`src/rtl/spi2bus_pkg.sv`:
```
// spi2bus_pkg: shared types and SPI mode helpers for the SPI-to-bus bridge.
//   state_t        - bridge transaction state
//   EDGE_RISE/FALL - which synchronized sck transition acts as the sample edge
//   sample_edge()  - maps CPOL/CPHA onto the sample-edge selector
package spi2bus_pkg;

    typedef enum logic [1:0] {
        IDLE    = 2'd0,
        CMD     = 2'd1,
        WR_DATA = 2'd2,
        RD_DATA = 2'd3
    } state_t;

    localparam logic EDGE_RISE = 1'b1;
    localparam logic EDGE_FALL = 1'b0;

    // Modes 0 and 3 sample on the rising edge, modes 1 and 2 on the falling edge.
    function automatic logic sample_edge(input logic cpol, input logic cpha);
        return (cpol == cpha) ? EDGE_RISE : EDGE_FALL;
    endfunction

endpackage

```
`src/rtl/spi2bus_if.sv`:
```
// spi2bus_if: SPI pins plus the parallel bus side of the bridge.
//   slave  - bridge view (SPI slave, bus master)
//   master - environment view (SPI master and bus target)
interface spi2bus_if #(
    parameter int ADDR_WIDTH = 16,
    parameter int DATA_WIDTH = 16
);
    logic                  mosi;
    logic                  ss;
    logic                  sck;
    logic                  miso;
    logic [DATA_WIDTH-1:0] data_bus_out;
    logic [DATA_WIDTH-1:0] data_bus_in;
    logic [ADDR_WIDTH-1:0] addr_bus;
    logic                  wr;
    logic                  rd;
    logic                  rd_ack;
    logic                  strobe;
    logic                  cycle;
    logic                  rd_err;

    modport slave (
        input  mosi, ss, sck, data_bus_in, rd_ack,
        output miso, data_bus_out, addr_bus, wr, rd, strobe, cycle, rd_err
    );

    modport master (
        output mosi, ss, sck, data_bus_in, rd_ack,
        input  miso, data_bus_out, addr_bus, wr, rd, strobe, cycle, rd_err
    );
endinterface

```
`src/rtl/spi2bus_sync.sv`:
```
// spi2bus_sync: brings sck/ss/mosi into the clk domain and produces
// single-cycle event pulses.
//   clk, resetn   - system clock, async active-low reset
//   i_sck/i_ss/i_mosi - raw SPI pins
//   o_sample      - sample edge of synchronized sck
//   o_shift       - shift edge of synchronized sck
//   o_ss_fall     - synchronized ss falling edge
//   o_ss_high     - synchronized ss level is high (deselected)
//   o_mosi        - mosi delayed to line up with the edge pulses
module spi2bus_sync
    import spi2bus_pkg::*;
#(
    parameter int SYNC_STAGES = 3,
    parameter bit CPOL        = 1'b0,
    parameter bit CPHA        = 1'b0
) (
    input  logic clk,
    input  logic resetn,
    input  logic i_sck,
    input  logic i_ss,
    input  logic i_mosi,
    output logic o_sample,
    output logic o_shift,
    output logic o_ss_fall,
    output logic o_ss_high,
    output logic o_mosi
);
    logic [SYNC_STAGES-1:0] r_sck_sync;
    logic [SYNC_STAGES-1:0] r_ss_sync;
    logic [SYNC_STAGES-1:0] r_mosi_dly;
    logic                   r_sck_last;
    logic                   r_ss_last;
    logic                   w_rise;
    logic                   w_fall;

    always_ff @(posedge clk or negedge resetn) begin
        if (!resetn) begin
            r_sck_sync <= {SYNC_STAGES{CPOL}};
            r_ss_sync  <= '1;
            r_mosi_dly <= '0;
            r_sck_last <= CPOL;
            r_ss_last  <= 1'b1;
        end else begin
            r_sck_sync <= {r_sck_sync[SYNC_STAGES-2:0], i_sck};
            r_ss_sync  <= {r_ss_sync[SYNC_STAGES-2:0], i_ss};
            r_mosi_dly <= {r_mosi_dly[SYNC_STAGES-2:0], i_mosi};
            r_sck_last <= r_sck_sync[SYNC_STAGES-1];
            r_ss_last  <= r_ss_sync[SYNC_STAGES-1];
        end
    end

    assign w_rise    = r_sck_sync[SYNC_STAGES-1] & ~r_sck_last;
    assign w_fall    = ~r_sck_sync[SYNC_STAGES-1] & r_sck_last;
    assign o_sample  = (sample_edge(CPOL, CPHA) == EDGE_RISE) ? w_rise : w_fall;
    assign o_shift   = (sample_edge(CPOL, CPHA) == EDGE_RISE) ? w_fall : w_rise;
    assign o_ss_fall = ~r_ss_sync[SYNC_STAGES-1] & r_ss_last;
    assign o_ss_high = r_ss_sync[SYNC_STAGES-1];
    // mosi sees the same flop count as sck, so it is aligned with o_sample.
    assign o_mosi    = r_mosi_dly[SYNC_STAGES-1];

endmodule

```
`src/rtl/spi2bus_bridge.sv`:
```
// spi2bus_bridge: SPI slave that turns a command word plus data words into
// bus writes/reads. Command word = {addr, auto_inc, rd_wrn}.
//   clk, resetn - system clock, async active-low reset
//   bus         - spi2bus_if.slave: SPI pins, bus address/data, wr/rd strobes,
//                 rd_ack handshake, cycle and sticky rd_err status
//
// state   | meaning
// IDLE    | ss deasserted, outputs hold
// CMD     | shifting in the command word
// WR_DATA | each word completes a bus write
// RD_DATA | words shift out read data, rd issued per word
module spi2bus_bridge
    import spi2bus_pkg::*;
#(
    parameter int ADDR_WIDTH  = 16,
    parameter int DATA_WIDTH  = 16,
    parameter bit CPOL        = 1'b0,
    parameter bit CPHA        = 1'b0,
    parameter bit BYTE_SWAP   = 1'b1,
    parameter int SYNC_STAGES = 3
) (
    input  logic      clk,
    input  logic      resetn,
    spi2bus_if.slave  bus
);
    localparam int                 CNT_W    = $clog2(DATA_WIDTH);
    localparam int                 NBYTES   = DATA_WIDTH / 8;
    localparam logic [CNT_W-1:0]   LAST_BIT = CNT_W'(DATA_WIDTH - 1);

    state_t                r_state, w_state_nxt;
    logic                  w_sample, w_shift, w_ss_fall, w_ss_high, w_mosi;
    logic                  w_active, w_boundary;
    logic [CNT_W-1:0]      r_bit_cnt;
    logic [DATA_WIDTH-1:0] r_in_sr, r_miso_sr, r_hold, r_data_out;
    logic [DATA_WIDTH-1:0] w_word, w_word_sw, w_hold_sw;
    logic [ADDR_WIDTH-1:0] r_addr;
    logic                  r_wr, r_rd, r_auto_inc, r_issued, r_ack_seen, r_sampled, r_rd_err;

    spi2bus_sync #(
        .SYNC_STAGES (SYNC_STAGES),
        .CPOL        (CPOL),
        .CPHA        (CPHA)
    ) u_sync (
        .clk       (clk),
        .resetn    (resetn),
        .i_sck     (bus.sck),
        .i_ss      (bus.ss),
        .i_mosi    (bus.mosi),
        .o_sample  (w_sample),
        .o_shift   (w_shift),
        .o_ss_fall (w_ss_fall),
        .o_ss_high (w_ss_high),
        .o_mosi    (w_mosi)
    );

    assign w_active   = (r_state != IDLE) && !w_ss_high;
    assign w_boundary = w_active && w_sample && (r_bit_cnt == LAST_BIT);
    assign w_word     = {r_in_sr[DATA_WIDTH-2:0], w_mosi};

    always_comb begin
        w_word_sw = w_word;
        w_hold_sw = r_hold;
        if (BYTE_SWAP) begin
            for (int b = 0; b < NBYTES; b++) begin
                w_word_sw[8*b +: 8] = w_word[DATA_WIDTH-8-8*b +: 8];
                w_hold_sw[8*b +: 8] = r_hold[DATA_WIDTH-8-8*b +: 8];
            end
        end
    end

    always_ff @(posedge clk or negedge resetn) begin
        if (!resetn) r_state <= IDLE;
        else         r_state <= w_state_nxt;
    end

    always_comb begin
        w_state_nxt = r_state;
        case (r_state)
            IDLE:    if (w_ss_fall) w_state_nxt = CMD;
            CMD: begin
                if (w_ss_high)       w_state_nxt = IDLE;
                else if (w_boundary) w_state_nxt = w_word[0] ? RD_DATA : WR_DATA;
            end
            WR_DATA,
            RD_DATA: if (w_ss_high) w_state_nxt = IDLE;
            default: w_state_nxt = IDLE;
        endcase
    end

    always_ff @(posedge clk or negedge resetn) begin
        if (!resetn) begin
            r_bit_cnt  <= '0;
            r_in_sr    <= '0;
            r_miso_sr  <= '0;
            r_hold     <= '0;
            r_data_out <= '0;
            r_addr     <= '0;
            r_wr       <= 1'b0;
            r_rd       <= 1'b0;
            r_auto_inc <= 1'b0;
            r_issued   <= 1'b0;
            r_ack_seen <= 1'b0;
            r_sampled  <= 1'b0;
            r_rd_err   <= 1'b0;
        end else begin
            r_wr <= 1'b0;
            r_rd <= 1'b0;

            if (bus.rd_ack) begin
                r_hold     <= bus.data_bus_in;
                r_ack_seen <= 1'b1;
            end else if (r_rd) begin
                r_ack_seen <= 1'b0;
            end

            if ((r_wr || r_rd) && r_auto_inc) r_addr <= r_addr + ADDR_WIDTH'(1);

            if (r_state == IDLE && w_ss_fall) begin
                r_bit_cnt <= '0;
                r_sampled <= 1'b0;
                r_issued  <= 1'b0;
                r_rd_err  <= 1'b0;
                r_miso_sr <= '0;
            end else if (w_active) begin
                if (w_sample) begin
                    r_in_sr   <= w_word;
                    r_bit_cnt <= w_boundary ? '0 : r_bit_cnt + CNT_W'(1);
                    r_sampled <= !w_boundary;
                end
                if (w_boundary) begin
                    case (r_state)
                        CMD: begin
                            r_addr     <= ADDR_WIDTH'(w_word[DATA_WIDTH-1:2]);
                            r_auto_inc <= w_word[1];
                            r_rd       <= w_word[0];
                            r_issued   <= w_word[0];
                        end
                        WR_DATA: begin
                            r_data_out <= w_word_sw;
                            r_wr       <= r_auto_inc || !r_issued;
                            r_issued   <= 1'b1;
                        end
                        RD_DATA: r_rd <= r_auto_inc;
                        default: ;
                    endcase
                end
                // The read word is loaded on the first shift edge of each word
                // rather than at the boundary itself: that gives the bus half an
                // sck period to answer the rd issued at the boundary, and that
                // edge is exactly where the MSB must be presented in all modes.
                if (w_shift) begin
                    if (r_state == RD_DATA && !r_sampled) begin
                        if (r_ack_seen) begin
                            r_miso_sr <= w_hold_sw;
                        end else begin
                            r_miso_sr <= '1;
                            r_rd_err  <= 1'b1;
                        end
                    end else if (r_sampled) begin
                        r_miso_sr <= {r_miso_sr[DATA_WIDTH-2:0], 1'b0};
                    end
                end
            end
        end
    end

    assign bus.miso         = r_miso_sr[DATA_WIDTH-1];
    assign bus.addr_bus     = r_addr;
    assign bus.data_bus_out = r_data_out;
    assign bus.wr           = r_wr;
    assign bus.rd           = r_rd;
    assign bus.strobe       = r_wr | r_rd;
    assign bus.cycle        = (r_state != IDLE);
    assign bus.rd_err       = r_rd_err;

endmodule

```
`src/flat_wrapper.sv`:
```
// flat-port wrapper written by rule: the top's interface ports become plain ports
module spi2bus_bridge_flat import spi2bus_pkg::*;
#(
    parameter int ADDR_WIDTH  = 16,
    parameter int DATA_WIDTH  = 16,
    parameter bit CPOL        = 1'b0,
    parameter bit CPHA        = 1'b0,
    parameter bit BYTE_SWAP   = 1'b1,
    parameter int SYNC_STAGES = 3
)
  (clk, resetn, bus_mosi, bus_ss, bus_sck, bus_data_bus_in, bus_rd_ack, bus_miso, bus_data_bus_out, bus_addr_bus, bus_wr, bus_rd, bus_strobe, bus_cycle, bus_rd_err);
  spi2bus_if #(.ADDR_WIDTH(ADDR_WIDTH), .DATA_WIDTH(DATA_WIDTH)) bus_i ();
  input  logic clk;
  input  logic resetn;
  input wire logic [$bits(bus_i.mosi)-1:0] bus_mosi;
  input wire logic [$bits(bus_i.ss)-1:0] bus_ss;
  input wire logic [$bits(bus_i.sck)-1:0] bus_sck;
  input wire logic [$bits(bus_i.data_bus_in)-1:0] bus_data_bus_in;
  input wire logic [$bits(bus_i.rd_ack)-1:0] bus_rd_ack;
  output wire logic [$bits(bus_i.miso)-1:0] bus_miso;
  output wire logic [$bits(bus_i.data_bus_out)-1:0] bus_data_bus_out;
  output wire logic [$bits(bus_i.addr_bus)-1:0] bus_addr_bus;
  output wire logic [$bits(bus_i.wr)-1:0] bus_wr;
  output wire logic [$bits(bus_i.rd)-1:0] bus_rd;
  output wire logic [$bits(bus_i.strobe)-1:0] bus_strobe;
  output wire logic [$bits(bus_i.cycle)-1:0] bus_cycle;
  output wire logic [$bits(bus_i.rd_err)-1:0] bus_rd_err;
  assign bus_i.mosi = bus_mosi;
  assign bus_i.ss = bus_ss;
  assign bus_i.sck = bus_sck;
  assign bus_i.data_bus_in = bus_data_bus_in;
  assign bus_i.rd_ack = bus_rd_ack;
  assign bus_miso = bus_i.miso;
  assign bus_data_bus_out = bus_i.data_bus_out;
  assign bus_addr_bus = bus_i.addr_bus;
  assign bus_wr = bus_i.wr;
  assign bus_rd = bus_i.rd;
  assign bus_strobe = bus_i.strobe;
  assign bus_cycle = bus_i.cycle;
  assign bus_rd_err = bus_i.rd_err;
  spi2bus_bridge #(.ADDR_WIDTH(ADDR_WIDTH), .DATA_WIDTH(DATA_WIDTH), .CPOL(CPOL), .CPHA(CPHA), .BYTE_SWAP(BYTE_SWAP), .SYNC_STAGES(SYNC_STAGES)) u_core (.clk(clk), .resetn(resetn), .bus(bus_i));
endmodule
```
`config.mk`:
```
export PLATFORM = sky130hd
export DESIGN_NAME = spi2bus_bridge_flat
export DESIGN_NICKNAME = d
export VERILOG_FILES = /design/src/rtl/spi2bus_pkg.sv /design/src/rtl/spi2bus_if.sv /design/src/rtl/spi2bus_sync.sv /design/src/rtl/spi2bus_bridge.sv /design/src/flat_wrapper.sv
export SDC_FILE = /design/constraint.sdc
export NUM_CORES = 1
export LEC_CHECK = 0
export ABC_AREA = 1
export BUFFER_PORTS_ARGS = -buffer_cell sky130_fd_sc_hd__buf_2
export CELL_PAD_IN_SITES_DETAIL_PLACEMENT = 1
export CELL_PAD_IN_SITES_GLOBAL_PLACEMENT = 1
export CORE_ASPECT_RATIO = 1.2
export CORE_MARGIN = 2
export CORE_UTILIZATION = 30
export CTS_CLUSTER_SIZE = 30
export DETAILED_ROUTE_END_ITERATION = 10
export PLACE_DENSITY = 0.6
export RECOVER_POWER = 25
export SETUP_SLACK_MARGIN = 0.15
export SLEW_MARGIN = 40
export SYNTH_ARGS = -nofsm -noshare
export SYNTH_HDL_FRONTEND = slang
export SYNTH_SLANG_ARGS = --single-unit
```
`constraint.sdc`:
```
create_clock -name clk -period 2.82 [get_ports clk]
set_input_delay 0.282 -clock clk [delete_from_list [all_inputs] [get_ports clk]]
set_output_delay 0.282 -clock clk [all_outputs]
set_load 0.005 [all_outputs]
```
==> reports/qor.yml <==
cp-startpoint: "u_core.r_state[1]"
finalMaxSlewViolations: 0
grt_pass1_wl_um: 18700
tritoncts: "built"
finalCriticalPeriod_ns: 2.01
fp-row-count: 49
hold_violations: 0
layout-drive-gt1-share: 0.179
numPortBuffers: 59
nNetsFinal: 601
cellPowerDensity_nw_per_um2: 721
synth_edf_count: 0
antenna_cells: 0
cap_viol_max_count: 0
max_clock_freq_mhz: 497
cts_buffers: 9
die_area_um2: 16400
fp.dieW_um: 117
clock-root-buffer: "clkbuf_16"
wl_met2_um: 5780
antenna_found_initial: 0
area_delta_synth_final_pct: 18.0
initial_utilization: 0.307
grt_util_all_layers: 0.146
clk_pin_slew_worst_paths_ns: 0.08
vias_per_cell: 4.65
slew_headroom: 0.247
drc: 0
ir_drop_mv: 0.235
fin_crit_sh: 0.714
crit_path_end_kind: "flip-flop"
setup_viol: 0
clock_skew_ns: 0.00906
min_from: "bus_ss"
critPathMaxFanout: 32
grt_max_degree: 63
crit_required_ns: 3.07
ys_warn_count: 0
clk_latency_ns: 0.35
status: "completed"
wirelength_um: 11300
p_total_mw: 3.92
grt_overflow: 0
synth_flop_cell: "dfrtp_1"
drtPass1Iterations: 4
postSynthCellCount: 516
gp_congestion: 0.778
path_class: "flip-flop to flip-flop"
clk_path_buf_depth: 2
cp.arrival_ns: 2.26
num_vias: 3631
p_leak_nw: 2.68
htree_num_levels: 3
worst-path-buf-inv: 3
path_cells: "inv_1, ha_1, inv_2, nor2_4, inv_2, o21ai_4, nand2_4, o31ai_1"
final_cells: 781
dp_hpwl_um: 8090
wl_met3_um: 414
wl_per_cell_um: 14.4
slowest_delay_ns: 0.44
drtAntennaViolNets: 0
synth_nets: 545
drt_iter0_drc: 138
hold_class: "input port to flip-flop"
post-route-util: 0.362
yosysUniqueCellTypes: 38
syn_area_um2: 4610
startpoint_type: "flip-flop"
worst_pin_slew_ns: 1.13
cts_sinks: 103
route.top_layer_used: "met4"
rsz0062_at_grt: "no"
critPathTopFamily: "flip-flops"
critical-path-top-cell-by-count: "inv_2"
num_io_pins: 60
setup-tns-final_ns: 0
grt_pass1_vias: 3755
wl_met1_um: 4950
die_h_um: 140
rr_startpoint: "u_core.r_state[1]"
synth-seq-cells: 103
synthArstFlopShare: 1.00
fill_cells: 1763
core_area_um2: 15000
crit_path_top_delay_cell: "dfrtp_1"
syn_avg_cell_area_um2: 8.94
ys_seq_area_frac: 0.560
place_inst: 764
final timing paths:
check                           slack, ns  cells after the start                     endpoint
worst max-delay path                 0.81                      8         u_core.r_miso_sr[15]
worst min-delay path                 0.02                      1   u_core.u_sync.r_ss_sync[0]
worst max register to register       0.81                      8         u_core.r_miso_sr[15]
worst min register to register       0.35                      0  u_core.u_sync.r_mosi_dly[1]
max in group asynchronous            1.19                      3   u_core.u_sync.r_ss_sync[2]
min in group asynchronous            0.68                      2      u_core.bus.addr_bus[11]
cells in the final DEF, fill, tap and decap left out, types with 2 or more instances in the layout:
cell	count
nand2_4	2
buf_4	3
inv_1	46
clkinv_1	2
nand2_1	160
inv_2	7
nor2_8	2
ha_1	7
bufinv_16	2
dfrtp_1	99
xor2_1	5
a21oi_1	5
buf_2	56
o31ai_1	10
a31oi_1	4
o31ai_2	6
nor2_2	2
nand4_1	4
o21ai_1	21
nor3_1	17
clkbuf_16	9
o21ai_0	44
clkbuf_1	2
dfstp_2	3
nor2_1	19
inv_8	2
nand3_1	19
sequential cells by signal, indices dropped and copies added (netlist names), 2 cells and up:
register	cells
u_core.u_sync.r_ss_sync	3
u_core.u_sync.r_mosi_dly	3
u_core.r_miso_sr	16
u_core.r_hold	16
u_core.r_in_sr	15
u_core.bus.data_bus_out	16
u_core.r_bit_cnt	4
u_core.bus.addr_bus	16
u_core.u_sync.r_sck_sync	3
u_core.r_state	2
layout make-up:
| type | instances | area, um^2 | area share |
|---|---|---|---|
| inverter | 55 | 206 | 0.0379 |
| tap | 204 | 255 | 0.0469 |
| sequential | 103 | 2580 | 0.475 |
| multi-input combinational | 339 | 1710 | 0.315 |
| timing repair buffer | 64 | 345 | 0.0635 |
| clock buffer | 10 | 239 | 0.0439 |
| clock inverter | 6 | 98.8 | 0.0182 |
stage by stage:
step / setup slack [ns] / cell area, um^2 / hold WS, ns
2_1_floorplan: 1.11 / 4610 / -0.0136
3_3_place_gp: 0.842 / 5100 / 0.312
3_5_place_dp: 0.790 / 5100 / 0.324
4_1_cts: 0.768 / 5450 / 0.00108
5_1_grt: 0.619 / 5440 / 0.00794
6_report: 0.808 / 5440 / 0.0216
what timing repair did:
item,in CTS,in global routing
setup buffers,0,0
resized for setup,0,0
endpoints found under the setup margin,0,0
hold buffers,1,0
hold endpoints to repair,41,0
power breakdown:
part | internal (mW) | switching, mW
clock | 0.819 | 0.601
combinational | 0.239 | 0.480
sequential | 1.66 | 0.124
total | 2.71 | 1.21
kinds of logic (layout without fill, tap and decap cells):
group / after synthesis / after routing / synth area share
AO/OA/AOI/OAI: 95 / 95 / 0.124
XOR/XNOR: 6 / 6 / 0.0114
adder cells (fa/ha/maj): 7 / 7 / 0.0190
buffers and inverters: 74 / 135 / 0.0686
flip-flops: 103 / 103 / 0.560
AND/OR/NAND/NOR: 231 / 231 / 0.217
synthesized netlist by cell type (2+ instances only):
cell type | count | area (um^2)
nand3_1 | 19 | 95.1
ha_1 | 7 | 87.6
a31oi_1 | 4 | 25.0
nand4_1 | 4 | 25.0
nand2_4 | 2 | 22.5
a21oi_1 | 5 | 25.0
dfstp_2 | 4 | 105
clkbuf_1 | 7 | 26.3
xor2_1 | 5 | 43.8
nor2_2 | 2 | 12.5
inv_2 | 7 | 26.3
clkinv_1 | 2 | 7.51
nor2_8 | 2 | 40.0
buf_6 | 4 | 45.0
buf_2 | 6 | 30.0
nand2_1 | 160 | 601
o21ai_1 | 21 | 105
dfrtp_1 | 99 | 2480
inv_1 | 46 | 173
o31ai_2 | 6 | 75.1
nor3_1 | 17 | 85.1
nor2_1 | 19 | 71.3
o21ai_0 | 44 | 220
o31ai_1 | 10 | 75.1
metal layers:
| layer | global-route usage | up-vias |
|---|---|---|
| met5 | 0 | - |
| met4 | 0.0557 | 0 |
| met3 | 0.0248 | 10 |
| met2 | 0.255 | 60 |
| met1 | 0.178 | 1776 |
| li1 | - | 1785 |
Power figures use the tool's default switching activity.
